<file path="src/rtl/hdlc_rx_deframer.sv">
// HDLC receive deframer: flag/abort detection, zero deletion, byte assembly.
// Rx is sampled one bit per Clk. The 8-bit pattern register doubles as the
// data delay line, so a flag or abort is always recognised before its bits
// reach the data path. One extra retiming stage (bit_q) feeds the data path.
// The skip counter then discards the 8 pattern bits as they drain out.
module hdlc_rx_deframer #(
  parameter int MAX_BYTES = 128
) (
  input  logic       Clk,
  input  logic       Rst,
  input  logic       Rx,
  output logic       Rx_FlagDetect,
  output logic       Rx_AbortDetect,
  output logic       Rx_AbortSignal,
  output logic       Rx_ValidFrame,
  output logic [7:0] Rx_Data,
  output logic       Rx_WrBuff,
  output logic       Rx_EoF,
  output logic       Rx_FrameError,
  output logic       Rx_Overflow
);

  localparam int         BCW   = $clog2(MAX_BYTES + 1) + 1;
  localparam logic [7:0] FLAG  = 8'h7E;  // 0,1,1,1,1,1,1,0 (oldest in bit 0)
  localparam logic [7:0] ABORT = 8'hFE;  // 0 then seven 1s (oldest in bit 0)

  typedef enum logic {IDLE, FRAME} state_t;

  state_t           state;
  logic [7:0]       pat;       // newest bit enters at bit 7
  logic             bit_q;     // candidate data bit, sampled 9 cycles earlier
  logic [2:0]       skip;      // pattern bits still draining out of the delay line
  logic [2:0]       ones;      // consecutive consumed 1s
  logic [2:0]       bit_cnt;   // consumed data bits mod 8
  logic             any_bit;   // at least one data bit consumed since the flag
  logic [BCW-1:0]   byte_cnt;
  logic [7:0]       shreg;
  logic [7:0]       nxt_byte;

  assign nxt_byte      = {bit_q, shreg[7:1]};
  assign Rx_ValidFrame = (state == FRAME);

  // Pattern register / delay line and registered flag/abort detection
  always_ff @(posedge Clk or posedge Rst) begin
    if (Rst) begin
      pat            <= '0;
      bit_q          <= 1'b0;
      Rx_FlagDetect  <= 1'b0;
      Rx_AbortDetect <= 1'b0;
    end else begin
      pat            <= {Rx, pat[7:1]};
      bit_q          <= pat[0];
      Rx_FlagDetect  <= (pat == FLAG);
      Rx_AbortDetect <= (pat == ABORT);
    end
  end

  // Frame FSM, zero deletion and byte assembly with registered strobes
  always_ff @(posedge Clk or posedge Rst) begin
    if (Rst) begin
      state          <= IDLE;
      skip           <= '0;
      ones           <= '0;
      bit_cnt        <= '0;
      any_bit        <= 1'b0;
      byte_cnt       <= '0;
      shreg          <= '0;
      Rx_Data        <= '0;
      Rx_WrBuff      <= 1'b0;
      Rx_EoF         <= 1'b0;
      Rx_FrameError  <= 1'b0;
      Rx_Overflow    <= 1'b0;
      Rx_AbortSignal <= 1'b0;
    end else begin
      Rx_WrBuff      <= 1'b0;
      Rx_EoF         <= 1'b0;
      Rx_FrameError  <= 1'b0;
      Rx_Overflow    <= 1'b0;
      Rx_AbortSignal <= 1'b0;
      if (Rx_AbortDetect) begin
        // abort wins over a (pattern-impossible) simultaneous flag
        skip     <= 3'd7;
        ones     <= '0;
        bit_cnt  <= '0;
        any_bit  <= 1'b0;
        byte_cnt <= '0;
        if (state == FRAME) begin
          Rx_AbortSignal <= 1'b1;
          state          <= IDLE;
        end
      end else if (Rx_FlagDetect) begin
        skip     <= 3'd7;
        ones     <= '0;
        bit_cnt  <= '0;
        any_bit  <= 1'b0;
        byte_cnt <= '0;
        if (state == IDLE) begin
          state <= FRAME;
        end else if (any_bit) begin
          // closing flag: frame ends, the next flag opens a new one
          Rx_EoF        <= 1'b1;
          Rx_FrameError <= (bit_cnt != 3'd0) || (byte_cnt == '0);
          state         <= IDLE;
        end
      end else if (skip != 3'd0) begin
        skip <= skip - 3'd1;
      end else if (state == FRAME) begin
        if (ones == 3'd5 && !bit_q) begin
          // stuffed zero: dropped, not counted as data
          ones <= '0;
        end else begin
          ones    <= bit_q ? ((ones == 3'd7) ? ones : ones + 3'd1) : 3'd0;
          any_bit <= 1'b1;
          shreg   <= nxt_byte;
          bit_cnt <= bit_cnt + 3'd1;
          if (bit_cnt == 3'd7) begin
            if (byte_cnt == BCW'(MAX_BYTES)) begin
              Rx_Overflow <= 1'b1;
              state       <= IDLE;
              byte_cnt    <= '0;
              any_bit     <= 1'b0;
              ones        <= '0;
            end else begin
              Rx_Data   <= nxt_byte;
              Rx_WrBuff <= 1'b1;
              byte_cnt  <= byte_cnt + BCW'(1);
            end
          end
        end
      end
    end
  end

endmodule

</file>
<file path="config.mk">
export PLATFORM = sky130hd
export DESIGN_NAME = hdlc_rx_deframer
export DESIGN_NICKNAME = d
export VERILOG_FILES = /design/src/rtl/hdlc_rx_deframer.sv
export SDC_FILE = /design/constraint.sdc
export NUM_CORES = 1
export LEC_CHECK = 0
export CELL_PAD_IN_SITES_DETAIL_PLACEMENT = 1
export CELL_PAD_IN_SITES_GLOBAL_PLACEMENT = 1
export CORE_MARGIN = 2
export CORE_UTILIZATION = 54
export DETAILED_ROUTE_END_ITERATION = 10
export DONT_BUFFER_PORTS = 1
export HOLD_SLACK_MARGIN = 0.03
export PLACE_DENSITY_LB_ADDON = 0.1
export SLEW_MARGIN = 15
export SYNTH_ARGS = -nofsm -noshare
export SYNTH_HDL_FRONTEND = slang
export SYNTH_SLANG_ARGS = --single-unit
</file>
<file path="constraint.sdc">
create_clock -name Clk -period 2.92 [get_ports Clk]
set_clock_uncertainty 0.1 [all_clocks]
set_input_delay 0.584 -clock Clk [delete_from_list [all_inputs] [get_ports Clk]]
set_output_delay 0.584 -clock Clk [all_outputs]
set_load 0.005 [all_outputs]
</file>
==> Word level (Yosys, flattened, before mapping) <==
Index checks and enable logic that the tools add are counted.
{ "totals": {"ff_bits": 52, "output_inout_bits": 16, "wordCells": 109} }
{ "classes": {"n_addsub": 4, "eq_ne": 8, "n_mux": 61, "bitwise": 5, "reduce_logical": 14} }
{ "op_table": {"columns": ["op", "n"], "rows": [
  ["$mux 9", 7],
  ["$mux 3", 17],
  ["$mux 1", 37],
  ["$reduce_bool 3->1", 5],
  ["$add 9x1->9 const B", 1],
  ["$eq 3x3->1 const B", 3],
  ["$eq 9x8->1 const B", 1],
  ["$logic_not 9->1", 1],
  ["$eq 8x7->1 const B", 1],
  ["$eq 8x8->1 const B", 1],
  ["$reduce_and 7->1", 1],
  ["$add 3x1->3 const B", 2],
  ["$ne 3x3->1 const B", 2],
  ["$not 1->1", 5],
  ["$reduce_and 5->1", 1],
  ["$reduce_and 4->1", 1],
  ["$reduce_and 3->1", 1],
  ["$sub 3x1->3 const B", 1],
  ["$reduce_and 2->1", 1],
  ["$logic_and 1x1->1", 1],
  ["$logic_not 1->1", 1],
  ["$logic_or 1x1->1", 1]
]} }

==> Logic depth before layout (Yosys ltp) <==
Gate-level depths: netlist of run 1.
{ "logic_depth": {"ltp_word": 10, "depth_mapped": 7} }

==> Worst setup path after synthesis of run 1 <==
Ideal clock, no wire load.
{ "synth_path": {"path_type": "register -> register", "startpoint": "reg byte_cnt[0]", "endpoint": "reg Rx_Data[0]", "t_arrival_ns": 1.717, "slack_ns": 0.978, "stages_incl_launch_ff": 8, "synth_period_minus_slack_ns": 1.942, "path_cell_list": "dfrtp_1 > inv_1 > ha_1 > or4b_4 > nor2_8 > nor3_2 > buf_6 > mux2_4"} }
{ "synth_via": {"elab_chain_len": 3} }
{ "synth_lines": {"columns": ["element", "line_no", "source"], "rows": [
  ["start: declaration", "36", "logic [BCW-1:0] byte_cnt;"],
  ["start signal: assignment", "126", "byte_cnt <= byte_cnt + BCW'(1);"],
  ["$eq 9x8->1", "117", "if (byte_cnt == BCW'(MAX_BYTES)) begin"],
  ["$not 1->1 (no source line)", null, null],
  ["$reduce_and 7->1 (no source line)", null, null],
  ["end signal: assignment", "124", "Rx_Data <= nxt_byte;"],
  ["end: declaration", "16", "output logic [7:0] Rx_Data,"]
]} }
Every way passes these cells.
A chain may end at the register's enable or synchronous reset.

==> Worst setup path after layout of run 1 <==
{ "layout_path": {"startpoint": "reg ones[1]", "endpoint": "reg Rx_Data[6]"} }
{ "layout_via": {"elab_chain_len": 4} }
{ "layout_lines": {"columns": ["element", "line_no", "source"], "rows": [
  ["start: declaration", "33", "logic [2:0] ones;"],
  ["start signal: assignment", "112", "ones <= bit_q ? ((ones == 3'd7) ? ones : ones + 3'd1) : 3'd0;"],
  ["$eq 3x3->1", "108", "if (ones == 3'd5 && !bit_q) begin"],
  ["$logic_and 1x1->1", "108", null],
  ["$not 1->1 (no source line)", null, null],
  ["$reduce_and 7->1 (no source line)", null, null]
]} }
Every way passes these cells.

==> impl_metrics.env, run 1 <==
export IMPL_netlist_top_cells_area="sky130_fd_sc_hd__dfrtp_1, sky130_fd_sc_hd__ha_1, sky130_fd_sc_hd__mux2_4, sky130_fd_sc_hd__mux2_2, sky130_fd_sc_hd__a21oi_1"
export IMPL_numPortBuffers=0
export IMPL_globalRoute_totalOverflow=0
export IMPL_pwr_share_clk=0.329
export IMPL_clock_tree_from_tritoncts="built"
export IMPL_final_setup_violating_endpoints=0
export IMPL_worstPathRequired_ns=3.02
export IMPL_p_switching_mw=0.425
export IMPL_synth_yosys_seq_area_share=0.554
export IMPL_outcome="finished, final reports clean"
export IMPL_cts_sink_count=51
export IMPL_synth_mux_area_fraction=0.0890
export IMPL_cts_inserted_buffers=5
export IMPL_synthDominantAreaCellType="sky130_fd_sc_hd__dfrtp_1"
export IMPL_power_ir_vdd_worst_v=0.000425
export IMPL_first_global_vias=1609
export IMPL_highest_layer="met4"
export IMPL_arrival_ns=2.34
export IMPL_htree_levels=2
export IMPL_p_leak_nw=1.15
export IMPL_postSynth_asyncResetShare=1.00
export IMPL_setup_tns_final_ns=0
export IMPL_ys_flop_type="sky130_fd_sc_hd__dfrtp_1"
export IMPL_final_seq_area_um2=1280
export IMPL_power_switching_share=0.270
export IMPL_antenna_found_initial=0
export IMPL_final_max_slew_violation_count=0
export IMPL_crit_path_start_kind="flip-flop"
export IMPL_post_layout_nonfiller_instances=248
export IMPL_intPower_mw=1.15
export IMPL_placedCellCount=240
export IMPL_cp_num_buf_inv=2
export IMPL_route_detailed_vias_per_inst=6.08
export IMPL_critPathMaxStageDelay_ns=0.41
export IMPL_timing_hold_worst_class="input port to flip-flop"
export IMPL_clockRootBuffer="sky130_fd_sc_hd__clkbuf_8"
export IMPL_holdBufCountCts=0
export IMPL_cp_endpoint="Rx_Data[6]$_DFFE_PP0P_"
export IMPL_ctsLongestPathBuffers=2
export IMPL_ys_warn_count=0
export IMPL_post_cts_resize_count=0
export IMPL_synthesized_flop_and_latch_total=51
export IMPL_synth_compound_area_share=0.0983
export IMPL_clk_latency_ns=0.31
export IMPL_starting_density=0.568
export IMPL_hpwl_um=3270
export IMPL_num_antenna_cells=0
export IMPL_gr_usage_all_layers=0.214
export IMPL_pwr_share_comb=0.144
export IMPL_synth_area_um2=2300
export IMPL_dr_pass1_iters=4
export IMPL_rr_worst_depth=7
export IMPL_finalWirelength_um=4690
export IMPL_layout_cells_most_common="sky130_fd_sc_hd__dfrtp_1"
export IMPL_fp_dieH_um=69.3
export IMPL_slowest_stage="sky130_fd_sc_hd__dfrtp_1"
export IMPL_post_cts_setup_buffer_count=0
export IMPL_gp_routability_congestion=0.816
export IMPL_synth_fa_ha_area_frac=0.0489
export IMPL_syn_mean_instance_area_um2=12.1
export IMPL_worst_margin_slew_ns=1.02
export IMPL_fmax_ghz=0.445
export IMPL_ioPinCount=19
export IMPL_layout_cells_most_common_list="sky130_fd_sc_hd__dfrtp_1, sky130_fd_sc_hd__nand2_1, sky130_fd_sc_hd__inv_1, sky130_fd_sc_hd__a21oi_1, sky130_fd_sc_hd__ha_1"
export IMPL_syn_instance_count=191
export IMPL_standard_cell_rows=23
export IMPL_final_min_period_over_clock_period=0.769
export IMPL_wirelength_met1_um=1980
export IMPL_detailroute_wirelength_met2_um=2390
export IMPL_largest_family_of_logic_cells_by_synthesized_area="simple AND/OR/NAND/NOR gates"
export IMPL_nNetsFinal=209
export IMPL_final_hold_viol_count=0
export IMPL_dr_wl_met3_um=255
export IMPL_grt_setup_unrepaired="false"
export IMPL_worst_r2r_startpoint="ones[1]$_DFFE_PP0P_"
export IMPL_r2r_slack_ns=0.67
export IMPL_worstPathMaxFanout=11
export IMPL_setup_worst_path_end_class="flip-flop"
export IMPL_die_area_um2=4810
export IMPL_clock_pin_slew_of_the_registers_on_the_worst_case_setup_and_hold_paths_ns=0.09
export IMPL_routed_wire_length_per_instance_um=18.9
export IMPL_detailroute_via_count=1509
export IMPL_number_of_enable_type_register_cells_in_the_synthesized_netlist=0
export IMPL_route_antenna_remaining_nets=0
export IMPL_route_detailed_drc=0
export IMPL_crit_path_start="ones[1]$_DFFE_PP0P_"
export IMPL_critical_path_class="flip-flop to flip-flop"
export IMPL_die_w_um=69.3
export IMPL_area_growth_syn_to_layout_pct=7.44
export IMPL_fillers=423
export IMPL_seq_power_share=0.527
export IMPL_p_total_mw=1.57
export IMPL_yosys_area_share_simple=0.168
export IMPL_wire_length_of_the_first_global_routing_pass_um=8100
export IMPL_detailedRoute_firstIterationViolations=75
export IMPL_multi_input_comb_area_um2=948
export IMPL_areal_power_density_over_the_cells_nw_per_um2=636
export IMPL_timing_slew_headroom=0.321
export IMPL_fin_crit_ns=2.25
export IMPL_synth_lib_cells_used_distinct=44
export IMPL_synth_top_area_share=0.554
export IMPL_post_synth_xor_area_fraction=0.00760
export IMPL_max_cap_violations=0
export IMPL_layout_drive_gt1_share=0.192
export IMPL_worst_path_dominant_cell_family="simple AND/OR/NAND/NOR gates"
export IMPL_synth_nets=203
export IMPL_core_area_um2=4060
export IMPL_total_number_of_cells_along_the_worst_setup_path=7
export IMPL_critical_path_cell_chain="inv_1 > ha_1 > nand3b_1 > nand3_4 > nor3_2 > buf_4 > mux2_2"
export IMPL_worstReg2RegEnd="Rx_Data[6]$_DFFE_PP0P_"
export IMPL_grt_start_max_net_pins=52
routing by layer:
| layer | track usage | vias to the layer above |
|---|---|---|
| li1 | - | 687 |
| met1 | 0.275 | 785 |
| met2 | 0.368 | 31 |
| met3 | 0.0465 | 6 |
| met4 | 0.0566 | 0 |
| met5 | 0 | - |
layout make-up:
type,count,area share
Multi-Input combinational cell,123,0.383
Tap cell,50,0.0253
Sequential cell,51,0.515
Inverter,14,0.0212
Clock inverter,2,0.0157
Timing Repair Buffer,2,0.00606
Clock buffer,6,0.0334
worst min path at each step:
| stage | depth (start not counted) | end | slack, ns | startpoint |
|---|---|---|---|---|
| floorplan | 0 | bit_q$_DFF_PP0_ | 0.25 | pat[0]$_DFF_PP0_ |
| global placement | 0 | pat[2]$_DFF_PP0_ | 0.26 | pat[3]$_DFF_PP0_ |
| detailed placement | 0 | bit_q$_DFF_PP0_ | 0.26 | pat[0]$_DFF_PP0_ |
| CTS | 0 | pat[7]$_DFF_PP0_ | 0.19 | Rx |
| global route | 0 | pat[7]$_DFF_PP0_ | 0.19 | Rx |
| finish | 0 | pat[7]$_DFF_PP0_ | 0.20 | Rx |
cells by family after synthesis:
kind of cell,count (synthesis)
buf+inv,17
xor+xnor,2
fa+ha+maj,9
mux,16
simple gates,63
flops,51
compound gates,33
stage by stage:
stage | instance area (µm²) | setup WS [ns] | utilization | hold slack, ns
finish | 2480 | 0.674 | 0.610 | 0.199
global route | 2480 | 0.529 | 0.610 | 0.187
CTS | 2480 | 0.684 | 0.610 | 0.189
detailed placement | 2350 | 0.787 | 0.580 | 0.262
global placement | 2350 | 0.856 | 0.580 | 0.262
floorplan | 2300 | 0.978 | - | 0.245
worst register-to-register path: stages, from the launching register on:
cell and delay (ns):
sky130_fd_sc_hd__dfrtp_1 0.41, sky130_fd_sc_hd__inv_1 0.08, sky130_fd_sc_hd__ha_1 0.19, sky130_fd_sc_hd__nand3b_1 0.34, sky130_fd_sc_hd__nand3_4 0.19, sky130_fd_sc_hd__nor3_2 0.23, sky130_fd_sc_hd__buf_4 0.25, sky130_fd_sc_hd__mux2_2 0.35
flip-flops by register name (all words and copies together), names as in the netlist:
name	cells
bit_q	1
Rx_AbortSignal	1
byte_cnt	9
Rx_Overflow	1
Rx_EoF	1
Rx_WrBuff	1
any_bit	1
shreg	7
Rx_Data	8
Rx_FlagDetect	1
ones	3
skip	3
Rx_FrameError	1
pat	8
Rx_AbortDetect	1
bit_cnt	3
Rx_ValidFrame	1
synthesized netlist by cell type, types with 3 or more instances:
cell	n
sky130_fd_sc_hd__and3_1	4
sky130_fd_sc_hd__or3_1	3
sky130_fd_sc_hd__o21ai_0	8
sky130_fd_sc_hd__ha_1	9
sky130_fd_sc_hd__mux2_4	7
sky130_fd_sc_hd__dfrtp_1	51
sky130_fd_sc_hd__inv_1	14
sky130_fd_sc_hd__nor2_1	7
sky130_fd_sc_hd__nand2_1	14
sky130_fd_sc_hd__a21oi_1	13
sky130_fd_sc_hd__mux2_2	8
sky130_fd_sc_hd__nand3_1	8
sky130_fd_sc_hd__nor3_1	6
power groups by stage:
stage	combinational [mW]	sequential, mW	clock (mW)
final	0.227	0.829	0.519
after global routing	0.259	0.838	0.552
after CTS	0.230	0.829	0.533
after detailed placement	0.225	0.841	0
after global placement	0.201	0.832	0
after floorplan	0.175	0.821	0
Note: power is estimated with default switching activity, not from simulation.
==> run 2: changes to the inputs <==
--- a/config.mk
+++ b/config.mk
@@ -8,7 +8,7 @@
 export CELL_PAD_IN_SITES_DETAIL_PLACEMENT = 1
 export CELL_PAD_IN_SITES_GLOBAL_PLACEMENT = 1
 export CORE_MARGIN = 2
-export CORE_UTILIZATION = 54
+export CORE_UTILIZATION = 50
 export DETAILED_ROUTE_END_ITERATION = 10
 export DONT_BUFFER_PORTS = 1
 export HOLD_SLACK_MARGIN = 0.03
==> constraint.sdc (replaced) <==
create_clock -name Clk -period 2.2 [get_ports Clk]
set_clock_uncertainty 0.1 [all_clocks]
set_input_delay 0.44 -clock Clk [delete_from_list [all_inputs] [get_ports Clk]]
set_output_delay 0.44 -clock Clk [all_outputs]
set_load 0.005 [all_outputs]
==> impl_metrics.env, run 2 (synthesized netlist as in run 1, its figures left out) <==
export IMPL_outcome="finished, final reports clean"
export IMPL_core_area_um2=4380
export IMPL_worstPathMaxFanout=4
export IMPL_standard_cell_rows=24
export IMPL_layout_cells_most_common_list="sky130_fd_sc_hd__dfrtp_1, sky130_fd_sc_hd__buf_4, sky130_fd_sc_hd__nand2_1"
export IMPL_pwr_share_comb=0.183
export IMPL_cts_inserted_buffers=5
export IMPL_clock_tree_from_tritoncts="built"
export IMPL_crit_path_start_kind="flip-flop"
export IMPL_worst_slack_ns=0.106
export IMPL_ioPinCount=19
export IMPL_max_cap_violations=0
export IMPL_starting_density=0.526
export IMPL_clk_latency_ns=0.31
export IMPL_worst_margin_slew_ns=0.629
export IMPL_cts_sink_count=51
export IMPL_final_worst_hold_slack_ns=0.0532
export IMPL_post_route_util=0.606
export IMPL_first_global_vias=1765
export IMPL_gr_usage_all_layers=0.229
export IMPL_route_detailed_drc=0
export IMPL_power_switching_share=0.283
export IMPL_worst_r2r_startpoint="byte_cnt[1]$_DFFE_PP0P_"
export IMPL_setup_worst_path_end_class="flip-flop"
export IMPL_grt_setup_unrepaired="false"
export IMPL_pwr_share_clk=0.266
export IMPL_placed_cell_area_um2=2530
export IMPL_register_with_the_most_flip_flops="byte_cnt"
export IMPL_fp_dieH_um=71.9
export IMPL_antenna_found_initial=0
export IMPL_p_switching_mw=0.559
export IMPL_timing_slew_headroom=0.575
export IMPL_fin_crit_ns=2.09
export IMPL_number_of_flip_flops_in_the_largest_register=9
export IMPL_num_antenna_cells=0
export IMPL_clockRootBuffer="sky130_fd_sc_hd__clkbuf_8"
export IMPL_nNetsFinal=234
export IMPL_htree_levels=2
export IMPL_finalWirelength_um=5370
export IMPL_seq_power_share=0.552
export IMPL_largest_registers="byte_cnt x9, Rx_Data x8, pat x8"
export IMPL_grt_start_max_net_pins=29
export IMPL_gp_routability_congestion=0.868
export IMPL_final_min_period_over_clock_period=0.952
export IMPL_timing_hold_worst_class="input port to flip-flop"
export IMPL_arrival_ns=2.17
export IMPL_final_design_area_no_fill_um2=2660
export IMPL_r2r_slack_ns=0.11
export IMPL_routed_wire_length_per_instance_um=19.6
export IMPL_cp_endpoint="ones[1]$_DFFE_PP0P_"
export IMPL_globalRoute_totalOverflow=0
export IMPL_dr_pass1_iters=4
export IMPL_die_w_um=71.9
export IMPL_hpwl_um=3960
export IMPL_detailedRoute_firstIterationViolations=54
export IMPL_worstPathRequired_ns=2.28
export IMPL_p_leak_nw=1.26
export IMPL_power_ir_vdd_worst_v=0.000473
export IMPL_fillers=476
export IMPL_critical_path_class="flip-flop to flip-flop"
export IMPL_final_max_slew_violation_count=0
export IMPL_route_antenna_remaining_nets=0
export IMPL_route_detailed_vias_per_inst=5.84
export IMPL_clock_pin_slew_of_the_registers_on_the_worst_case_setup_and_hold_paths_ns=0.09
export IMPL_final_setup_violating_endpoints=0
export IMPL_worstReg2RegEnd="ones[1]$_DFFE_PP0P_"
export IMPL_rr_worst_depth=7
export IMPL_ctsLongestPathBuffers=2
export IMPL_layout_drive_gt1_share=0.275
export IMPL_areal_power_density_over_the_cells_nw_per_um2=744
export IMPL_layout_cells_most_common="sky130_fd_sc_hd__dfrtp_1"
export IMPL_detailroute_via_count=1600
export IMPL_fmax_ghz=0.478
export IMPL_area_growth_syn_to_layout_pct=15.4
export IMPL_crit_path_start="byte_cnt[1]$_DFFE_PP0P_"
export IMPL_intPower_mw=1.42
export IMPL_wire_length_of_the_first_global_routing_pass_um=8830
export IMPL_numPortBuffers=0
export IMPL_final_hold_viol_count=0
export IMPL_pre_cts_ws_ns=-0.181
export IMPL_die_area_um2=5170
-- run 2: critical path, cell delays in order, from the launching register on --
cell	delay (ns)
sky130_fd_sc_hd__dfrtp_1	0.40
sky130_fd_sc_hd__inv_1	0.06
sky130_fd_sc_hd__ha_1	0.16
sky130_fd_sc_hd__or4b_4	0.52
sky130_fd_sc_hd__buf_4	0.17
sky130_fd_sc_hd__o311ai_4	0.29
sky130_fd_sc_hd__a2111o_1	0.16
sky130_fd_sc_hd__o221ai_1	0.10
-- run 2: final cells by class --
cell class              instances  area [µm²]  area share
multi-input cells             123         965       0.363
flip-flops and latches         51        1280       0.480
clock buffers                   5        68.8      0.0259
inverters                      14        52.6      0.0198
repair buffers                 27         218      0.0819
clock inverters                 2        13.8     0.00518
well taps                      52        65.1      0.0245
-- run 2: power by group through the flow --
stage | Clock [mW] | Sequential, mW | Combinational, mW
global route | 0.582 | 1.10 | 0.410
detailed placement | 0 | 1.11 | 0.360
CTS | 0.545 | 1.09 | 0.369
finish | 0.525 | 1.09 | 0.361
global placement | 0 | 1.10 | 0.322
floorplan | 0 | 1.09 | 0.232
-- run 2: worst min-delay path by stage --
| stage | to | depth (start not counted) | from | slack [ns] |
|---|---|---|---|---|
| finish | pat[7]$_DFF_PP0_ | 0 | Rx | 0.05 |
| global route | pat[7]$_DFF_PP0_ | 0 | Rx | 0.03 |
| detailed placement | pat[5]$_DFF_PP0_ | 0 | pat[6]$_DFF_PP0_ | 0.26 |
| global placement | pat[2]$_DFF_PP0_ | 0 | pat[3]$_DFF_PP0_ | 0.26 |
| CTS | pat[7]$_DFF_PP0_ | 0 | Rx | 0.04 |
| floorplan | bit_q$_DFF_PP0_ | 0 | pat[0]$_DFF_PP0_ | 0.25 |
-- run 2: layer usage --
layer / wire length [µm] / GRT usage
met4: 93 / 0.0943
met5: 0 / 0
met1: 2200 / 0.269
met2: 2860 / 0.402
met3: 210 / 0.0556
-- run 2: timing repair --
action                                  in CTS  in global routing
hold buffers                                 1                  0
setup buffers                                0                  1
hold endpoints to repair                    26                  0
resized for setup                            2                  0
endpoints found under the setup margin      10                  2
pin swaps                                    0                  2
-- run 2: through the flow --
step,instances,TNS (ns),power (mW)
5_1_grt,274,0,2.09
3_5_place_dp,265,-1.01,1.47
3_3_place_gp,265,-0.425,1.42
6_report,274,0,1.98
4_1_cts,273,0,2.00
2_1_floorplan,191,0,1.32
==> run 3: changes to the inputs <==
--- a/config.mk
+++ b/config.mk
@@ -8,9 +8,10 @@
 export CELL_PAD_IN_SITES_DETAIL_PLACEMENT = 1
 export CELL_PAD_IN_SITES_GLOBAL_PLACEMENT = 1
 export CORE_MARGIN = 2
-export CORE_UTILIZATION = 50
+export CORE_UTILIZATION = 35
 export DETAILED_ROUTE_END_ITERATION = 10
 export DONT_BUFFER_PORTS = 1
+export GPL_ROUTABILITY_DRIVEN = 0
 export HOLD_SLACK_MARGIN = 0.03
 export PLACE_DENSITY_LB_ADDON = 0.1
 export SLEW_MARGIN = 15
==> impl_metrics.env, run 3 (synthesized netlist as in run 1, its figures left out) <==
export IMPL_placed_cell_area_um2=2540
export IMPL_p_leak_nw=1.25
export IMPL_route_detailed_drc=0
export IMPL_fin_crit_ns=2.10
export IMPL_arrival_ns=2.19
export IMPL_worst_margin_slew_ns=0.565
export IMPL_worstPathMaxFanout=4
export IMPL_route_detailed_vias_per_inst=5.22
export IMPL_cts_sink_count=51
export IMPL_clock_tree_from_tritoncts="built"
export IMPL_grt_setup_unrepaired="false"
export IMPL_outcome="finished, final reports clean"
export IMPL_globalRoute_totalOverflow=0
export IMPL_nNetsFinal=230
export IMPL_standard_cell_rows=29
export IMPL_core_area_um2=6350
export IMPL_crit_path_start_kind="flip-flop"
export IMPL_hpwl_um=3720
export IMPL_area_growth_syn_to_layout_pct=16.7
export IMPL_setup_worst_path_end_class="flip-flop"
export IMPL_timing_hold_worst_class="flip-flop to flip-flop"
export IMPL_ioPinCount=19
export IMPL_final_setup_violating_endpoints=0
export IMPL_wire_length_of_the_first_global_routing_pass_um=8300
export IMPL_timing_slew_headroom=0.623
export IMPL_max_cap_violations=0
export IMPL_layout_cells_most_common="sky130_fd_sc_hd__dfrtp_1"
export IMPL_die_w_um=85.1
export IMPL_clk_latency_ns=0.32
export IMPL_number_of_flip_flops_in_the_largest_register=9
export IMPL_p_total_mw=2.01
export IMPL_first_global_vias=1669
export IMPL_critPathMaxStageDelay_ns=0.51
export IMPL_clock_pin_slew_of_the_registers_on_the_worst_case_setup_and_hold_paths_ns=0.10
export IMPL_final_max_slew_violation_count=0
export IMPL_dr_pass1_iters=4
export IMPL_final_design_area_no_fill_um2=2690
export IMPL_num_antenna_cells=0
export IMPL_largest_registers="byte_cnt x9, Rx_Data x8, pat x8"
export IMPL_slowest_stage="sky130_fd_sc_hd__or4b_4"
export IMPL_finalWirelength_um=4940
export IMPL_areal_power_density_over_the_cells_nw_per_um2=748
export IMPL_clockRootBuffer="sky130_fd_sc_hd__clkbuf_8"
export IMPL_final_min_period_over_clock_period=0.955
export IMPL_layout_drive_gt1_share=0.260
export IMPL_grt_start_max_net_pins=27
export IMPL_htree_levels=2
export IMPL_critical_path_cell_chain="inv_1 > ha_1 > or4b_4 > buf_4 > o311ai_4 > a2111o_1 > o221ai_1"
export IMPL_fp_dieH_um=85.1
export IMPL_gr_usage_all_layers=0.148
export IMPL_worstPathRequired_ns=2.29
export IMPL_route_antenna_remaining_nets=0
export IMPL_final_hold_viol_count=0
export IMPL_starting_density=0.363
export IMPL_register_with_the_most_flip_flops="byte_cnt"
export IMPL_die_area_um2=7250
export IMPL_critical_path_class="flip-flop to flip-flop"
export IMPL_antenna_found_initial=0
export IMPL_min_delay_path_depth=0
export IMPL_fmax_ghz=0.476
export IMPL_layout_cells_most_common_list="sky130_fd_sc_hd__dfrtp_1, sky130_fd_sc_hd__buf_4, sky130_fd_sc_hd__nand2_1"
export IMPL_rr_worst_depth=7
export IMPL_numPortBuffers=0
export IMPL_detailedRoute_firstIterationViolations=44
export IMPL_ctsLongestPathBuffers=2
export IMPL_routed_wire_length_per_instance_um=16.7
export IMPL_power_ir_vdd_worst_v=0.000427
export IMPL_cts_inserted_buffers=5
export IMPL_detailroute_via_count=1544
==> run 3: area by class of cell <==
class | instances | area, µm²
timing repair buffer | 23 | 203
clock buffer | 5 | 68.8
sequential | 51 | 1280
clock inverter | 3 | 27.5
multi-input combinational | 123 | 965
fill | 671 | 3660
tap | 77 | 96.3
inverter | 14 | 52.6
==> run 3: metrics by stage <==
step           utilization  std cells  hold WS [ns]  TNS, ns  setup WS, ns
6_report             0.423        296         0.285        0        0.0995
4_1_cts              0.417        294        0.0366        0       0.00486
3_5_place_dp         0.399        285         0.255    -1.54        -0.236
5_1_grt              0.423        296         0.294        0        0.0456
3_3_place_gp         0.399        285         0.261   -0.659        -0.136
2_1_floorplan            -        191         0.245        0         0.258
==> run 3: critical path, delay by kind of cell (launching register included) <==
kind / cells / cell delay [ns]
AO/OA/AOI/OAI: 3 / 0.56
AND/OR/NAND/NOR: 1 / 0.51
flip-flops: 1 / 0.40
buffers and inverters: 2 / 0.24
adder cells (fa/ha/maj): 1 / 0.17
==> run 3: metal layers <==
layer  routed length, µm  vias to the layer above  share of wire  global-route usage
met5                   0                        -              0                   0
met4                  89                        0          0.018              0.0534
met3                 169                        7          0.034              0.0389
met2                2500                       20           0.51               0.247
met1                2180                      783           0.44               0.184
li1                    -                      734              -                   -
==> run 3: power breakdown <==
group	total, mW	switching [mW]	internal (mW)
clock network	0.584	0.348	0.236
registers	1.09	0.0630	1.03
logic	0.338	0.175	0.163
total	2.01	0.586	1.43
==> run 3: path summary, 6_finish.rpt <==
check | to | slack [ns] | from
max | ones[1]$_DFFE_PP0P_ | 0.1 | byte_cnt[1]$_DFFE_PP0P_
min | bit_q$_DFF_PP0_ | 0.29 | pat[0]$_DFF_PP0_
max reg2reg | ones[1]$_DFFE_PP0P_ | 0.1 | byte_cnt[1]$_DFFE_PP0P_
min reg2reg | bit_q$_DFF_PP0_ | 0.29 | pat[0]$_DFF_PP0_
max in group asynchronous | Rx_ValidFrame$_DFFE_PP0P_ | 0.95 | Rst
min in group asynchronous | Rx_Data[4]$_DFFE_PP0P_ | 0.52 | Rst
==> run 3: repair_timing <==
item | 4_1_cts | 5_1_grt
hold buffers | 1 | 1
setup buffers | 0 | 1
endpoints found under the setup margin | 10 | 9
gates cloned | 0 | 0
pin swaps | 0 | 1
hold endpoints to repair | 25 | 1
gates resized for setup | 1 | 1
